===== config.mk =====
export PLATFORM = sky130hd
export DESIGN_NAME = vec_issue_ctrl
export DESIGN_NICKNAME = d
export VERILOG_FILES = /design/src/rtl/vec_issue_ctrl.sv
export SDC_FILE = /design/constraint.sdc
export NUM_CORES = 1
export LEC_CHECK = 0
export ABC_AREA = 1
export CORE_MARGIN = 2
export CORE_UTILIZATION = 45
export DETAILED_ROUTE_END_ITERATION = 16
export DONT_BUFFER_PORTS = 1
export MAX_ROUTING_LAYER = met4
export PLACE_DENSITY = 0.58
export SKIP_CTS_REPAIR_TIMING = 1
export SLEW_MARGIN = 20
export SYNTH_ARGS = -nofsm -noshare
export SYNTH_HDL_FRONTEND = slang
export SYNTH_SLANG_ARGS = --single-unit

===== constraint.sdc =====
create_clock -name clk_i -period 5.7 [get_ports clk_i]
set_clock_uncertainty 0.1 [all_clocks]
set_input_delay 1.14 -clock clk_i [delete_from_list [all_inputs] [get_ports clk_i]]
set_output_delay 1.14 -clock clk_i [all_outputs]
set_load 0.02 [all_outputs]

===== src/rtl/vec_issue_ctrl.sv =====
// Vector-instruction issue/commit/retire tracker between the scalar pipeline and a vector coprocessor.
// Optional build macro VEC_ISSUE_ILLEGAL_AUTOFLUSH_EN: an illegal retire also flushes younger work.
module vec_issue_ctrl #(
  parameter  int unsigned NrInsnID = 4,
  parameter  int unsigned CtxWidth = 32,
  localparam int unsigned IdW      = $clog2(NrInsnID)
) (
  input  logic                clk_i,
  input  logic                rst_ni,
  input  logic                sc_valid_i,
  output logic                sc_ready_o,
  input  logic [31:0]         sc_insn_i,
  input  logic [CtxWidth-1:0] sc_ctx_i,
  output logic                valid_o,
  input  logic                ready_i,
  output logic [31:0]         insn_o,
  output logic [IdW-1:0]      insn_id_o,
  output logic [CtxWidth-1:0] vec_context_o,
  input  logic                commit_ok_i,
  output logic                insn_can_commit_o,
  output logic [IdW-1:0]      insn_can_commit_id_o,
  input  logic                done_i,
  input  logic [IdW-1:0]      done_insn_id_i,
  input  logic                illegal_insn_i,
  input  logic                flush_i,
  output logic                flush_o,
  output logic                retire_valid_o,
  output logic [IdW-1:0]      retire_id_o,
  output logic                retire_illegal_o
);

  typedef enum logic [2:0] {ST_FREE, ST_PEND, ST_SENT, ST_PERM, ST_DONE} ent_e;

  localparam logic [IdW:0] FullCnt = (IdW+1)'(NrInsnID);

  ent_e                  state_q [NrInsnID];
  ent_e                  state_d [NrInsnID];
  logic [NrInsnID-1:0]   ill_q, ill_d;
  logic [IdW-1:0]        head_q, head_d, commit_q, commit_d, tail_q, tail_d;
  logic [IdW:0]          count_q, count_d, squash_cnt;

  logic                  valid_q, valid_d;
  logic [31:0]           insn_q;
  logic [IdW-1:0]        id_q;
  logic [CtxWidth-1:0]   ctx_q;
  logic                  cc_q, ret_q, ret_ill_q, flush_q;
  logic [IdW-1:0]        cc_id_q, ret_id_q;

  logic full, send, done_hit, head_is_done, retire, retire_ill, flush_any, can_commit, accept;

  assign full         = (count_q == FullCnt);
  assign send         = valid_q && ready_i;
  assign done_hit     = done_i && (state_q[done_insn_id_i] == ST_PERM);
  assign head_is_done = (state_q[head_q] == ST_DONE);
  // A done arriving for the head entry retires it on the same edge (one-cycle latency).
  assign retire       = head_is_done || (done_hit && (done_insn_id_i == head_q));
  assign retire_ill   = head_is_done ? ill_q[head_q] : illegal_insn_i;
`ifdef VEC_ISSUE_ILLEGAL_AUTOFLUSH_EN
  assign flush_any    = flush_i || (retire && retire_ill);
`else
  assign flush_any    = flush_i;
`endif
  assign can_commit   = commit_ok_i && (state_q[commit_q] == ST_SENT) && !flush_any;
  assign sc_ready_o   = !full && !flush_any && (!valid_q || ready_i);
  assign accept       = sc_valid_i && sc_ready_o;

  always_comb begin
    squash_cnt = '0;
    for (int i = 0; i < NrInsnID; i++) begin
      state_d[i] = state_q[i];
      if ((state_q[i] == ST_PEND) || (state_q[i] == ST_SENT)) squash_cnt = squash_cnt + 1'b1;
    end
    ill_d = ill_q;

    if (send) state_d[id_q] = ST_SENT;
    if (can_commit) state_d[commit_q] = ST_PERM;
    if (done_hit) begin
      state_d[done_insn_id_i] = ST_DONE;
      ill_d[done_insn_id_i]   = illegal_insn_i;
    end
    if (retire) begin
      state_d[head_q] = ST_FREE;
      ill_d[head_q]   = 1'b0;
    end
    // Speculative work (not yet permitted) is dropped; permitted/done entries survive.
    if (flush_any) begin
      for (int i = 0; i < NrInsnID; i++) begin
        if ((state_q[i] == ST_PEND) || (state_q[i] == ST_SENT)) state_d[i] = ST_FREE;
      end
    end
    if (accept) state_d[tail_q] = ST_PEND;

    head_d   = retire ? head_q + 1'b1 : head_q;
    commit_d = can_commit ? commit_q + 1'b1 : commit_q;
    tail_d   = flush_any ? commit_q : (accept ? tail_q + 1'b1 : tail_q);
    count_d  = count_q + (IdW+1)'(accept) - (IdW+1)'(retire) - (flush_any ? squash_cnt : '0);

    valid_d = valid_q;
    if (flush_any)   valid_d = 1'b0;
    else if (accept) valid_d = 1'b1;
    else if (send)   valid_d = 1'b0;
  end

  always_ff @(posedge clk_i or negedge rst_ni) begin
    if (!rst_ni) begin
      for (int i = 0; i < NrInsnID; i++) state_q[i] <= ST_FREE;
      ill_q     <= '0;
      head_q    <= '0;
      commit_q  <= '0;
      tail_q    <= '0;
      count_q   <= '0;
      valid_q   <= 1'b0;
      insn_q    <= '0;
      id_q      <= '0;
      ctx_q     <= '0;
      cc_q      <= 1'b0;
      cc_id_q   <= '0;
      ret_q     <= 1'b0;
      ret_id_q  <= '0;
      ret_ill_q <= 1'b0;
      flush_q   <= 1'b0;
    end else begin
      for (int i = 0; i < NrInsnID; i++) state_q[i] <= state_d[i];
      ill_q    <= ill_d;
      head_q   <= head_d;
      commit_q <= commit_d;
      tail_q   <= tail_d;
      count_q  <= count_d;
      valid_q  <= valid_d;
      if (accept) begin
        insn_q <= sc_insn_i;
        id_q   <= tail_q;
        ctx_q  <= sc_ctx_i;
      end
      cc_q      <= can_commit;
      cc_id_q   <= can_commit ? commit_q : cc_id_q;
      ret_q     <= retire;
      ret_id_q  <= retire ? head_q : ret_id_q;
      ret_ill_q <= retire && retire_ill;
      flush_q   <= flush_any;
    end
  end

  assign valid_o              = valid_q;
  assign insn_o               = insn_q;
  assign insn_id_o            = id_q;
  assign vec_context_o        = ctx_q;
  assign insn_can_commit_o    = cc_q;
  assign insn_can_commit_id_o = cc_id_q;
  assign retire_valid_o       = ret_q;
  assign retire_id_o          = ret_id_q;
  assign retire_illegal_o     = ret_ill_q;
  assign flush_o              = flush_q;

endmodule


==> results_dict.tcl <==
set metrics [dict create \
    core_sq_mm 0.0107 \
    grt_pass1_wl_um 17800 \
    cp-end-kind "flip-flop" \
    critPathLaunchType "flip-flop" \
    hpwl_um 7770 \
    synth_edf_count 0 \
    p_per_area_mw_per_mm2 562 \
    drcViolationCount 0 \
    timing.fmax_mhz 285 \
    diodes 0 \
    syn_to_final_growth_pct 5.97 \
    grt_max_degree 101 \
    clk_path_buf_depth 2 \
    rr_worst_depth 19 \
    syn-cell-area_sq_mm 0.00488 \
    ys.flop_type "dfrtp_1" \
    clock_sinks 100 \
    grt-ovfl-total 0 \
    ys_async_sr_fraction 1.00 \
    max_cap_viol_count 0 \
    worst_slew_pin_slew_ps 693 \
    hp-class "in -> async" \
    ir_worst_vdd_v 0.000266 \
    via_per_inst 5.07 \
    yosysTopAreaCellShare 0.512 \
    pin_count 150 \
    setup_tns_ps 0 \
    port_buffers 0 \
    routabilityCongestion 0.844 \
    r2r-start "state_q[8]$_DFF_PN0_" \
    worst_slack_ps 2190 \
    rsz0062_at_grt "false" \
    postLayoutCoreUtil 0.484 \
    drt-initial-drc-count 191 \
    drv_slew 0 \
    syn-instance-count 592 \
    clkSlewWorstSetupHoldPaths_ps 90 \
    fillers 1053 \
    period_minus_slack_ps 3510 \
    ys.warnings.count 0 \
    outcome "completed" \
    wirelength_um 10900 \
    rows 38 \
    hold_viol_final 0 \
    fin_area_sq_mm 0.00517 \
    r2r_setup_slack_ps 2190 \
    syn_area_per_cell_sq_um 8.25 \
    slew_headroom 0.538 \
    worstReg2RegEnd "count_q[2]$_DFF_PN0_" \
    ys_seq_elements 100 \
    cts_tree "yes" \
    grt.total_usage 0.201 \
    first_global_vias 3755 \
    synth.largest_area_cell "dfrtp_1" \
    first_pass_iters 5 \
    dpl_cell_area_sq_mm 0.00496 \
    leakagePower_nw 2.85 \
    yosys-top-cells-area "dfrtp_1 (51%), nand2_1 (21%), ha_1 (4.6%), nand3_1 (3.3%), inv_1 (3.1%)" \
    nets 679 \
    cp_max_fo 5 \
    arrival_ps 3680 \
    dieArea_sq_mm 0.0117 \
    insertion_delay_ps 370 \
    initial_core_util 0.456 \
    antenna_left 0 \
    period_share 0.615 \
    antenna_found_initial 0 \
    syn-num-nets 685 \
    cp.required_ps 5870 \
    vias 3704 \
    cts_inserted_buffers 9 \
    synth_cell_type_count 36 \
    setup_viol 0 \
    dp_slack_ps 1960 \
    die_w_um 108 \
    layout-drive-gt1-share 0.0812 \
    cts.htree.levels 3 \
    wl_per_cell_um 15.0 \
    clockRootBuffer "clkbuf_8" \
    criticalPathCategory "reg -> reg" \
    synthTopCellsByCount "nand2_1 (273), dfrtp_1 (100), inv_1 (40)" \
    die_y_um 108 \
    yosysSeqAreaShare 0.512 \
    post-synth-top-count-cell "nand2_1" \
    startpoint "state_q[8]$_DFF_PN0_" \
]
kinds of logic (layout without fill, tap and decap cells):
family	after synthesis	after routing	share of synthesized area
xor+xnor	6	6	0.0123
flops	100	100	0.512
simple gates	374	374	0.332
buf+inv	63	62	0.0584
compound gates	30	30	0.0351
fa+ha+maj	19	19	0.0502
power breakdown:
group / internal (mW) / total [mW] / switching, mW
clock network: 0.232 / 0.485 / 0.252
logic: 0.356 / 0.923 / 0.566
registers: 0.983 / 1.50 / 0.516
total: 1.57 / 2.91 / 1.33
worst max-delay path, stage by stage, from the launching register on:
cell     delay [ps]
dfrtp_1         460
inv_1            80
nand2_1          50
nor2_1          260
ha_1            330
or2_2           300
nand2_1         100
nand2_1          60
o21ai_0         120
nand2_1         110
nand2_1          70
inv_1            40
ha_1            160
inv_1            50
nand2_1          60
fa_1            440
ha_1            220
xor2_1          190
xor2_1          160
inv_1            50
cell type report:
cell class,instances,area [sq um],area share
inverter,44,170,0.0329
sequential,100,2500,0.484
clock inverter,5,65.1,0.0126
timing repair buffer,2,15.0,0.00290
tap,140,175,0.0338
multi-input combinational,429,2100,0.405
clock buffer,11,151,0.0293
registers in the layout (all words and copies together), names as in the netlist, 2 cells and up:
register and cells:
tail_q 2, insn_id_o 2, insn_can_commit_id_o 2, commit_q 2, vec_context_o 32, ill_q 4, head_q 2, count_q 3
state_q 12, insn_o 32, retire_id_o 2
cells in the final DEF, fill, tap and decap left out, types with 2 or more instances in the layout:
cell type,n
buf_4,2
nand2_2,4
nand2_1,273
inv_6,4
nor3_1,3
ha_1,18
nor2_1,33
xor2_1,4
a22oi_1,5
a21oi_1,8
inv_1,40
o21ai_0,14
clkbuf_8,11
nand4_1,6
nor2_2,3
inv_2,3
dfrtp_1,100
nand3_1,32
nand3_2,5
nor2_4,3
nand2_4,5
worst max path at each step:
stage / to / slack, ps / depth (start not counted)
finish: count_q[2]$_DFF_PN0_ / 2190 / 19
global route: count_q[2]$_DFF_PN0_ / 1970 / 19
CTS: count_q[2]$_DFF_PN0_ / 2180 / 19
detailed placement: count_q[2]$_DFF_PN0_ / 1960 / 19
global placement: count_q[2]$_DFF_PN0_ / 2070 / 19
floorplan: count_q[2]$_DFF_PN0_ / 2190 / 20
stage by stage:
stage	hold slack, ps	power, mW	cells
floorplan	412	2.21	592
global placement	441	2.40	715
detailed placement	462	2.45	715
CTS	323	2.95	731
global route	321	3.15	731
finish	354	2.91	731
metal layers:
layer | track usage | wire length (um)
met5 | - | 0
met4 | 0.0614 | 162
met3 | 0.0633 | 646
met2 | 0.337 | 5490
met1 | 0.231 | 4640
Power figures use the tool's default switching activity.
